<file path="src/rtl/ram_load_ctrl_pkg.sv">
// Shared definitions for the RAM front-end controller: default widths and
// the FSM state encoding.
package ram_load_ctrl_pkg;

  localparam int ADDR_W_DEF = 8;
  localparam int DATA_W_DEF = 16;

  localparam logic [2:0] S_IDLE   = 3'd0;
  localparam logic [2:0] S_RD_ACK = 3'd1;
  localparam logic [2:0] S_WR_ACK = 3'd2;
  localparam logic [2:0] S_L_CNT  = 3'd3;
  localparam logic [2:0] S_L_HI   = 3'd4;
  localparam logic [2:0] S_L_LO   = 3'd5;

  // True in every state where the UART loader owns the RAM.
  function automatic logic is_load_state(input logic [2:0] s);
    return (s == S_L_CNT) || (s == S_L_HI) || (s == S_L_LO);
  endfunction

endpackage

</file>
<file path="src/rtl/ram_load_ctrl_timeout_cnt.sv">
// Inter-byte timeout for the UART loader. Counts enabled cycles since the
// last clear; expire is asserted combinationally on the TIMEOUT-th
// consecutive enabled, uncleared cycle.
module ram_load_ctrl_timeout_cnt #(
  parameter int TIMEOUT = 50000
) (
  input  logic clk,
  input  logic rst,
  input  logic clear,
  input  logic enable,
  output logic expire
);

  localparam int CW = (TIMEOUT > 2) ? $clog2(TIMEOUT) : 1;
  localparam logic [CW-1:0] LAST = CW'(TIMEOUT - 1);

  logic [CW-1:0] cnt;

  assign expire = enable & ~clear & (cnt == LAST);

  // Idle-cycle counter; restarts on clear and after expiring.
  always_ff @(posedge clk) begin
    if (rst || clear) begin
      cnt <= '0;
    end else if (enable) begin
      if (cnt == LAST) cnt <= '0;
      else             cnt <= cnt + 1'b1;
    end
  end

endmodule

</file>
<file path="src/rtl/ram_load_ctrl.sv">
// Front-end for the 256x16 block RAM. Sole driver of the RAM port: serves
// CPU single-word accesses (req held until a 1-cycle ack) and boot-loads the
// RAM from a UART byte stream (count byte, then hi/lo pairs per word).
//
// Handshake: cpu_req with cpu_we/cpu_addr/cpu_wdata is held stable by the CPU
// until cpu_ack; the request is accepted in an IDLE cycle, cpu_ack pulses in
// the following cycle (with cpu_rdata for reads), and the CPU must drop or
// change its request after the ack cycle. rx_valid is a 1-cycle strobe with
// no back-pressure.
module ram_load_ctrl
  import ram_load_ctrl_pkg::*;
#(
  parameter int ADDR_W  = ADDR_W_DEF,
  parameter int DATA_W  = DATA_W_DEF,
  parameter int TIMEOUT = 50000
) (
  input  logic              clk,
  input  logic              rst,
  input  logic              cpu_req,
  input  logic              cpu_we,
  input  logic [ADDR_W-1:0] cpu_addr,
  input  logic [DATA_W-1:0] cpu_wdata,
  output logic              cpu_ack,
  output logic [DATA_W-1:0] cpu_rdata,
  input  logic [7:0]        rx_data,
  input  logic              rx_valid,
  input  logic              load_start,
  output logic              load_busy,
  output logic              load_done,
  output logic              load_err,
  output logic [ADDR_W-1:0] ram_addr,
  output logic [DATA_W-1:0] ram_wdata,
  input  logic [DATA_W-1:0] ram_rdata,
  output logic              ram_ce,
  output logic              ram_we,
  output logic              ram_re,
  output logic [2:0]        dbg_state
);

  logic [2:0]        state, nxt;
  logic [ADDR_W-1:0] load_addr;
  logic [8:0]        word_cnt;   // 1..256; a count byte of 0 means 256
  logic [7:0]        hi_byte;
  logic              tmo_expire;
  logic              last_word;

  assign load_busy = is_load_state(state);
  assign cpu_ack   = (state == S_RD_ACK) || (state == S_WR_ACK);
  assign cpu_rdata = (state == S_RD_ACK) ? ram_rdata : '0;
  assign ram_ce    = ram_we | ram_re;
  assign dbg_state = state;
  assign last_word = (state == S_L_LO) && rx_valid && (word_cnt == 9'd1);

  // Timer runs only while loading; any byte or any non-load cycle restarts it,
  // so it is already clear on entry to L_CNT.
  ram_load_ctrl_timeout_cnt #(.TIMEOUT(TIMEOUT)) u_tmo (
    .clk    (clk),
    .rst    (rst),
    .clear  (rx_valid | ~load_busy),
    .enable (load_busy),
    .expire (tmo_expire)
  );

  // Next state and RAM strobes; strobes are suppressed while in reset.
  always_comb begin
    nxt       = state;
    ram_we    = 1'b0;
    ram_re    = 1'b0;
    ram_addr  = cpu_addr;
    ram_wdata = cpu_wdata;
    case (state)
      S_IDLE: begin
        if (load_start) begin
          nxt = S_L_CNT;
        end else if (cpu_req) begin
          if (cpu_we) begin
            ram_we = ~rst;
            nxt    = S_WR_ACK;
          end else begin
            ram_re = ~rst;
            nxt    = S_RD_ACK;
          end
        end
      end
      S_RD_ACK, S_WR_ACK: nxt = S_IDLE;
      S_L_CNT: begin
        if (rx_valid)        nxt = S_L_HI;
        else if (tmo_expire) nxt = S_IDLE;
      end
      S_L_HI: begin
        if (rx_valid)        nxt = S_L_LO;
        else if (tmo_expire) nxt = S_IDLE;
      end
      S_L_LO: begin
        if (rx_valid) begin
          ram_we    = ~rst;
          ram_addr  = load_addr;
          ram_wdata = DATA_W'({hi_byte, rx_data});
          nxt       = (word_cnt == 9'd1) ? S_IDLE : S_L_HI;
        end else if (tmo_expire) begin
          nxt = S_IDLE;
        end
      end
      default: nxt = S_IDLE;
    endcase
  end

  // State, loader registers and the registered done/err pulses.
  always_ff @(posedge clk) begin
    if (rst) begin
      state     <= S_IDLE;
      load_addr <= '0;
      word_cnt  <= '0;
      hi_byte   <= '0;
      load_done <= 1'b0;
      load_err  <= 1'b0;
    end else begin
      state     <= nxt;
      load_done <= last_word;
      load_err  <= load_busy & tmo_expire;
      if (rx_valid) begin
        case (state)
          S_L_CNT: begin
            word_cnt  <= (rx_data == 8'd0) ? 9'd256 : {1'b0, rx_data};
            load_addr <= '0;
          end
          S_L_HI: hi_byte <= rx_data;
          S_L_LO: begin
            load_addr <= load_addr + 1'b1;
            word_cnt  <= word_cnt - 9'd1;
          end
          default: ;
        endcase
      end
    end
  end

endmodule

</file>
<file path="config.mk">
export PLATFORM = sky130hd
export DESIGN_NAME = ram_load_ctrl
export DESIGN_NICKNAME = d
export VERILOG_FILES = /design/src/rtl/ram_load_ctrl_pkg.sv /design/src/rtl/ram_load_ctrl_timeout_cnt.sv /design/src/rtl/ram_load_ctrl.sv
export SDC_FILE = /design/constraint.sdc
export NUM_CORES = 1
export LEC_CHECK = 0
export ABC_AREA = 1
export CORE_MARGIN = 2
export CORE_UTILIZATION = 41
export DETAILED_ROUTE_END_ITERATION = 7
export PLACE_DENSITY = 0.85
export SLEW_MARGIN = 20
export SYNTH_ARGS = -nofsm -noshare
export SYNTH_HDL_FRONTEND = slang
export SYNTH_HIERARCHICAL = 1
export SYNTH_SLANG_ARGS = --single-unit
</file>
<file path="constraint.sdc">
create_clock -name clk -period 2.3 [get_ports clk]
set_input_delay 0.345 -clock clk [delete_from_list [all_inputs] [get_ports clk]]
set_output_delay 0.345 -clock clk [all_outputs]
set_load 0.01 [all_outputs]
</file>
==> results of run 1 <==
[routing by layer]
layer,GRT usage [%],vias up
met5,0,-
met4,7.191,0
met3,3.601,11
met2,36.30,131
met1,22.64,1488
li1,-,1717
[final timing paths]
kind,startpoint,end
max,rx_valid,ram_wdata[12]
max reg2reg,dbg_state[2],dbg_state[0]
min,word_cnt[7],word_cnt[7]
min reg2reg,word_cnt[7],word_cnt[7]
[through the flow]
stage	area [um^2]	setup TNS, ns	setup WS, ns	power [mW]
finish	4265	0	0.02775	1.727
global route	4265	-0.5960	-0.09385	1.807
CTS	4250	0	0.004968	1.742
detailed placement	4138	-1.444	-0.1598	1.251
global placement	4138	-0.5983	-0.07769	1.244
floorplan	2990	0	0.3654	1.014
[layout make-up]
class	count	area (um^2)	area share, %
Clock buffer	6	72.57	1.701
Multi-Input combinational cell	346	1690	39.63
Timing Repair Buffer	117	1159	27.16
Tap cell	99	123.9	2.904
Inverter	72	281.5	6.600
Sequential cell	46	924.6	21.68
Clock inverter	2	13.76	0.3227
[cell usage after synthesis (3+ instances only)]
cell type  number
a21oi_1        28
buf_2           3
buf_6           7
dfxtp_1        46
ha_1            4
inv_1          65
inv_2           4
nand2_1       132
nand2_2         3
nand3_1        22
nand3_4         3
nand4_1        10
nor2_1         73
nor2_2          5
nor3_2          4
o21a_1          4
o21ai_0        23
o21ai_1        12
xor2_1          3
[sequential cells by signal, indices dropped and copies added (netlist names)]
name       cells
dbg_state      3
load_addr      8
load_err       1
u_tmo/cnt     16
hi_byte        8
word_cnt       9
load_done      1
[critical path, delay by kind of cell]
family	cells	cell delay, ns
buffers and inverters	5	1.39
and+or+nand+nor	3	0.17
[kinds of logic (layout without fill, tap and decap cells)]
| group | after synthesis | count (layout) |
|---|---|---|
| buffers and inverters | 85 | 197 |
| AND/OR/NAND/NOR | 262 | 262 |
| XOR/XNOR | 5 | 5 |
| flip-flops | 46 | 46 |
| adder cells (fa/ha/maj) | 4 | 4 |
| multiplexers | 1 | 1 |
| AO/OA/AOI/OAI | 74 | 74 |
[power by group through the flow]
stage / clock, mW / combinational [mW] / sequential, mW
2_1_floorplan: 0 / 0.174 / 0.840
3_3_place_gp: 0 / 0.404 / 0.840
3_5_place_dp: 0 / 0.411 / 0.841
4_1_cts: 0.503 / 0.415 / 0.824
5_1_grt: 0.529 / 0.452 / 0.826
6_report: 0.490 / 0.413 / 0.824
[what timing repair did]
action | in CTS | in global routing
endpoints found under the setup margin | 42 | 17
buffers inserted | 0 | 0
pin swaps | 1 | 0
resized for setup | 11 | 6
==> summary.txt, run 1 <==
Worst setup path
  • CP Class: in -> out
  • R2r setup slk: 0.33 ns
  • Reg2reg path depth: 14
  • CP Cell Sequence: clkdlybuf4s50_1 > inv_2 > nor2_8 > inv_8 > buf_4 > nand2_1 > nand2_1 > clkdlybuf4s50_1
  • Crit Path Max Fanout: 30
  • Max stage delay on crit path: 0.53 ns
  • Slowest-stage cell, CP: clkdlybuf4s50_1
  • Critical path endpoint category: output pin
  • CP Launch Type: input pin
  • CP arrival: 1.93 ns
  • Req. time, crit path: 1.96 ns

Drt
  • Vias/cell: 4.865
  • Antenna-violating nets left: 0
  • Routed vias: 3347
  • Initial drt markers: 303
  • Drt drc: 0
  • DR WL/cell: 11.87 um
  • M1 WL: 3409 um
  • Drt pass-1 iters: 6
  • DR top layer: met4
  • Routed wl met3: 663 um
  • Met2 wire len: 3998 um
  • Total Wirelength: 8164 um

Place
  • Hpwl dp: 6487 um
  • Final RePlAce weighted congestion: 0.8481
  • Inst Count DP: 680
  • Port buffer count: 103

Clock network
  • Clock Latency Late Sink: 0.30 ns
  • Inserted Clock Buffers: 5
  • CTS sink cnt: 46
  • CTS tree: built
  • Max clock buf depth: 2
  • CTS Hold Bufs: 0
  • Number of H-tree levels: 2
  • Clock Pin Slew Worst Setup and Hold Paths: 0.08 ns
  • Root Driver: clkbuf_8

Synthesis
  • Post-Synth Simple-Gate Area: 39.41%
  • Register bit total from synthesis: 46
  • Synthesized area per cell: 6.269 um^2
  • Top-area cell type share of the netlist area: 30.79%
  • Post-Synth XOR/XNOR Area: 1.464%
  • Synth warnings: 6
  • Mapped Area: 2990 um^2
  • Main synth FF type: dfxtp_1
  • Yosys cell types: 38
  • Ys async rst share: 0%
  • Area leader, netlist: dfxtp_1
  • Post-synth EDFFs: 0
  • Synth Area in Compound Gates: 13.31%
  • Register area share after synthesis: 30.79%
  • Post-Synth Adder-Cell Area: 1.674%
  • Top post-synthesis cells by area: dfxtp_1, nand2_1, nor2_1, inv_1, a21oi_1
  • Cells after synthesis: 477
  • Main combinational cell family by area after synthesis: simple AND/OR/NAND/NOR gates
  • Post-synthesis mux area share: 0.3347%
  • Synth Net Count: 535

Floorplanning
  • Cell Rows: 31
  • # IOs: 104
  • Die height: 89.40 um
  • Die W: 89.40 um
  • Initial Utilization: 41.67%
  • Core Area: 7176 um^2
  • Area of the die: 7992 um^2

Power
  • Logic pwr share: 23.9%
  • Flop pwr share: 47.7%
  • Sw frac: 27.62%
  • P_int: 1.250 mW
  • Sw Pwr: 0.4769 mW
  • Part of the power in the clock network: 28.4%
  • Pwr dens: 404.8 nW/um^2
  • Maximum vdd drop: 232.3 uV
  • Leakage power: 1.802 nW

Global routing
  • Initial antenna violation count: 0
  • First-pass GRT wire length: 12700 um
  • Number of global-route vias before repair: 3010
  • Tot GR Track Use: 19.74%
  • Overflow after GRT: 0
  • Largest net degree at the start of global routing: 31

Finish
  • Layout cell share with drive strength beyond 1: 9.847%
  • Fillers: 629
  • Most common cell after layout, fill and taps aside: nand2_1
  • ANT cells: 0
  • Cell Count, Final, Fillers Out: 688
  • Most frequent cells in the layout: nand2_1, clkdlybuf4s50_1, nor2_1
  • Area delta synth->final: 42.64%
  • NumNets Final: 646
  • End-of-flow core utilization: 59.44%

Timing
  • Setup Skew: 0.01080 ns
  • Final setup vio count: 0
  • Slew margin rel.: 76.70%
  • Hold Vio Cnt, Final: 0
  • RSZ-0062 raised after global routing: yes
  • Fin crit period: 2.272 ns
  • Worst slew pin tran: 0.3482 ns
  • Worst hold slack: 0.4871 ns
  • Highest Clock Rate: 440.1 MHz
  • Period utilization: 98.79%
  • Slew Viols, Final: 0

Outcome
  • Outcome: completed

Hold path
  • Hold depth: 2
  • Hold Path Class: reg -> reg

Flow run
  • Max-cap violations: 0
(Power assumes the default switching activity.)
==> inputs of run 2 (changes only) <==
--- a/config.mk
+++ b/config.mk
@@ -5,11 +5,12 @@
 export SDC_FILE = /design/constraint.sdc
 export NUM_CORES = 1
 export LEC_CHECK = 0
-export ABC_AREA = 1
+export CELL_PAD_IN_SITES_DETAIL_PLACEMENT = 0
+export CELL_PAD_IN_SITES_GLOBAL_PLACEMENT = 1
 export CORE_MARGIN = 2
-export CORE_UTILIZATION = 41
+export CORE_UTILIZATION = 32
 export DETAILED_ROUTE_END_ITERATION = 7
-export PLACE_DENSITY = 0.85
+export PLACE_DENSITY = 0.92
 export SLEW_MARGIN = 20
 export SYNTH_ARGS = -nofsm -noshare
 export SYNTH_HDL_FRONTEND = slang
==> run 2 against run 1 <==
- register-to-register slack lost 0.17 ns
- via count shrank 9.0%
- clock-buffer cell count shrank 1
- largest cell class unchanged
- final area grew 2.1%
- flip-flop and latch count is the same
- utilization shrank 9.7 points
- cell count shrank 12%
- power grew 4.5%
- routed wire length grew 0.94%
- sequential share of layout area shrank 0.28 points
==> summary.txt, run 2 <==
Finish
  • Most frequent cells in the layout: nand2_1, clkdlybuf4s50_1, nor2_1
  • Most flops, register: u_tmo/cnt
  • Fillers: 856 (+36%)
  • Max reg flops: 16 (unchanged)
  • End-of-flow core utilization: 49.70% (-9.7 points)
  • Regs by FF count: u_tmo/cnt (16), word_cnt (9)
  • FF+latch area: 932.1 um^2 (+0.81%)
  • ANT cells: 0 (unchanged)
  • Multi-input gate area: 1874 um^2 (+11%)
  • Cell Count, Final, Fillers Out: 606 (-12%)
  • Layout cell share with drive strength beyond 1: 12.05% (+2.2 points)
  • NumNets Final: 556 (-14%)
  • Most common cell after layout, fill and taps aside: nand2_1
  • Area delta synth->final: 49.85%

Timing
  • Final setup vio count: 0 (unchanged)
  • Slew margin rel.: 56.76% (-20 points)
  • Period utilization: 96.76% (-2.0 points)
  • Slew Viols, Final: 0 (unchanged)
  • Setup ws final: 0.07457 ns (+0.04682 ns)
  • Hold Vio Cnt, Final: 0 (unchanged)
  • Setup TNS: 0 ns (unchanged)
  • Setup Skew: 0.008072 ns (-0.002725 ns)
  • Fin crit period: 2.225 ns (-0.04682 ns)
  • Highest Clock Rate: 449.4 MHz (+2.1%)
  • Worst slew pin tran: 0.6472 ns (+0.2990 ns)

Power
  • Logic pwr share: 27.2% (+3.3 points)
  • Pwr dens: 414.4 nW/um^2 (+2.4%)
  • Flop pwr share: 46.1% (-1.6 points)
  • P_int: 1.308 mW (+4.7%)
  • Sw Pwr: 0.4971 mW (+4.2%)
  • Maximum vdd drop: 204.5 uV (-12%)
  • Part of the power in the clock network: 26.6% (-1.8 points)
  • Sw frac: 27.54% (-0.084 points)
  • Leakage power: 2.011 nW (+12%)
  • Pwr Total: 1.805 mW (+4.5%)

Synthesis
  • Area leader, netlist: dfxtp_1
  • Main synth FF type: dfxtp_1
  • Synth Net Count: 439 (-18%)
  • Mapped Area: 2907 um^2 (-2.8%)
  • Register area share after synthesis: 31.68% (+0.89 points)
  • Ys async rst share: 0% (unchanged)
  • Synth warnings: 6 (unchanged)
  • Synthesized area per cell: 7.629 um^2 (+22%)
  • Count leader, synth: nand2_1
  • Top post-synthesis cells by area: dfxtp_1, nand2_1, nor2_1, xnor2_1, and2_1
  • Register bit total from synthesis: 46 (unchanged)
  • Cells after synthesis: 381 (-20%)
  • Top-area cell type share of the netlist area: 31.68% (+0.89 points)
  • Yosys cell types: 57 (+50%)
  • Post-synth EDFFs: 0 (unchanged)
  • Post-synth top cells: nand2_1, dfxtp_1, nor2_1, and2_1, a21oi_1

Drt
  • Antenna-violating nets left: 0 (unchanged)
  • Initial drt markers: 140 (-54%)
  • Drt drc: 0 (unchanged)
  • Total Wirelength: 8241 um (+0.94%)
  • Vias/cell: 5.025 (+3.3%)
  • Routed vias: 3045 (-9.0%)
  • Drt pass-1 iters: 5 (-1)
  • DR WL/cell: 13.60 um (+15%)

Worst setup path
  • Crit Path Max Fanout: 11 (-63%)
  • R2r startpoint: dbg_state[1]
  • CP arrival: 1.88 ns (-0.05 ns)
  • Reg2reg end: dbg_state[0]
  • Req. time, crit path: 1.96 ns (about the same)
  • CP Launch Type: flip-flop
  • R2r setup slk: 0.16 ns (-0.17 ns)
  • CP Class: reg -> out
  • Reg2reg path depth: 9 (-5)
  • Critical path endpoint category: output pin

Floorplanning
  • Die W: 99.31 um (+11%)
  • Area of the die: 9861 um^2 (+23%)
  • Initial Utilization: 33.17% (-8.5 points)
  • Die height: 99.31 um (+11%)
  • Core Area: 8763 um^2 (+22%)
  • # IOs: 104 (unchanged)
  • Cell Rows: 34 (+9.7%)

Place
  • Worst slack, placed: -0.06427 ns (+0.09553 ns)
  • Port buffer count: 103 (unchanged)
  • Hpwl dp: 6157 um (-5.1%)
  • Inst Count DP: 592 (-13%)
  • Final RePlAce weighted congestion: 0.8510 (+0.34%)

Global routing
  • First-pass GRT wire length: 13300 um (+4.7%)
  • Largest net degree at the start of global routing: 33 (+6.5%)
  • Number of global-route vias before repair: 2900 (-3.7%)
  • Initial antenna violation count: 0 (unchanged)
  • Overflow after GRT: 0 (unchanged)
  • Tot GR Track Use: 16.18% (-3.6 points)

Hold path
  • Hold EP: word_cnt[1]
  • Hold depth: 2 (unchanged)
  • Worst hold path startpoint: word_cnt[1]
  • Hold Path Class: reg -> reg

Clock network
  • CTS Hold Bufs: 0 (unchanged)
  • CTS sink cnt: 46 (unchanged)
  • Clock Pin Slew Worst Setup and Hold Paths: 0.09 ns (about the same)
  • CTS tree: built
  • Root Driver: clkbuf_8
  • Inserted Clock Buffers: 5 (unchanged)
  • Number of H-tree levels: 2 (unchanged)
  • Clock Latency Late Sink: 0.30 ns (about the same)
  • Max clock buf depth: 2 (unchanged)

Outcome
  • Outcome: completed

Flow run
  • Max-cap violations: 0 (unchanged)
-- run 2: worst max path at each step --
| stage | start | endpoint | cells after the start |
|---|---|---|---|
| 6_report | dbg_state[1] | load_busy | 5 |
| 5_1_grt | dbg_state[2] | ram_addr[0] | 6 |
| 4_1_cts | rx_valid | ram_wdata[9] | 6 |
| 3_5_place_dp | load_start | ram_re | 6 |
| 3_3_place_gp | load_start | ram_we | 6 |
| 2_1_floorplan | dbg_state[2] | dbg_state[0] | 12 |
-- run 2: final cells by class --
class                           count  area share, %
Sequential cell                    46          21.40
Clock inverter                      2         0.2298
Clock buffer                        5          1.580
Timing Repair Buffer              130          30.05
Tap cell                          108          3.103
Multi-Input combinational cell    308          43.03
Inverter                            7         0.6033
-- run 2: stage by stage --
step,hold slack [ns],area (um^2)
after detailed placement,0.4862,4120
after CTS,0.4985,4208
after global placement,0.4760,4120
after global routing,0.5408,4355
after floorplan,0.4584,2907
final,0.4967,4355
-- run 2: worst max-delay path, stage by stage (launching register included) --
cell,delay (ns)
dfxtp_4,0.45
buf_4,0.16
nand3_1,0.11
nand2_1,0.11
buf_4,0.18
clkdlybuf4s50_1,0.56
-- run 2: kinds of logic after synthesis --
group           Yosys count  synth area share [%]
simple gates            225                 41.84
compound gates           52                 11.28
flops                    46                 31.68
buf+inv                  27                 4.865
xor+xnor                 17                 5.123
mux                      10                 3.487
fa+ha+maj                 4                 1.722
-- run 2: timing repair --
action | CTS | global route
buffers inserted | 0 | 6
gates resized for setup | 8 | 31
pin swaps | 0 | 1
gates cloned | 0 | 1
setup endpoints to repair | 44 | 41
-- run 2: power by group through the flow --
stage	Combinational, mW	Clock (mW)	Sequential (mW)
after global routing	0.531	0.518	0.835
after detailed placement	0.459	0	0.848
final	0.491	0.481	0.833
after floorplan	0.190	0	0.839
after global placement	0.453	0	0.847
after CTS	0.461	0.493	0.832
-- run 2: per-layer routing --
metal,up-vias,track usage [%],share of wire [%]
li1,1540,-,-
met1,1416,20.32,44
met2,82,27.86,50
met3,7,4.006,6.1
met4,0,4.004,0.76
met5,-,0,0
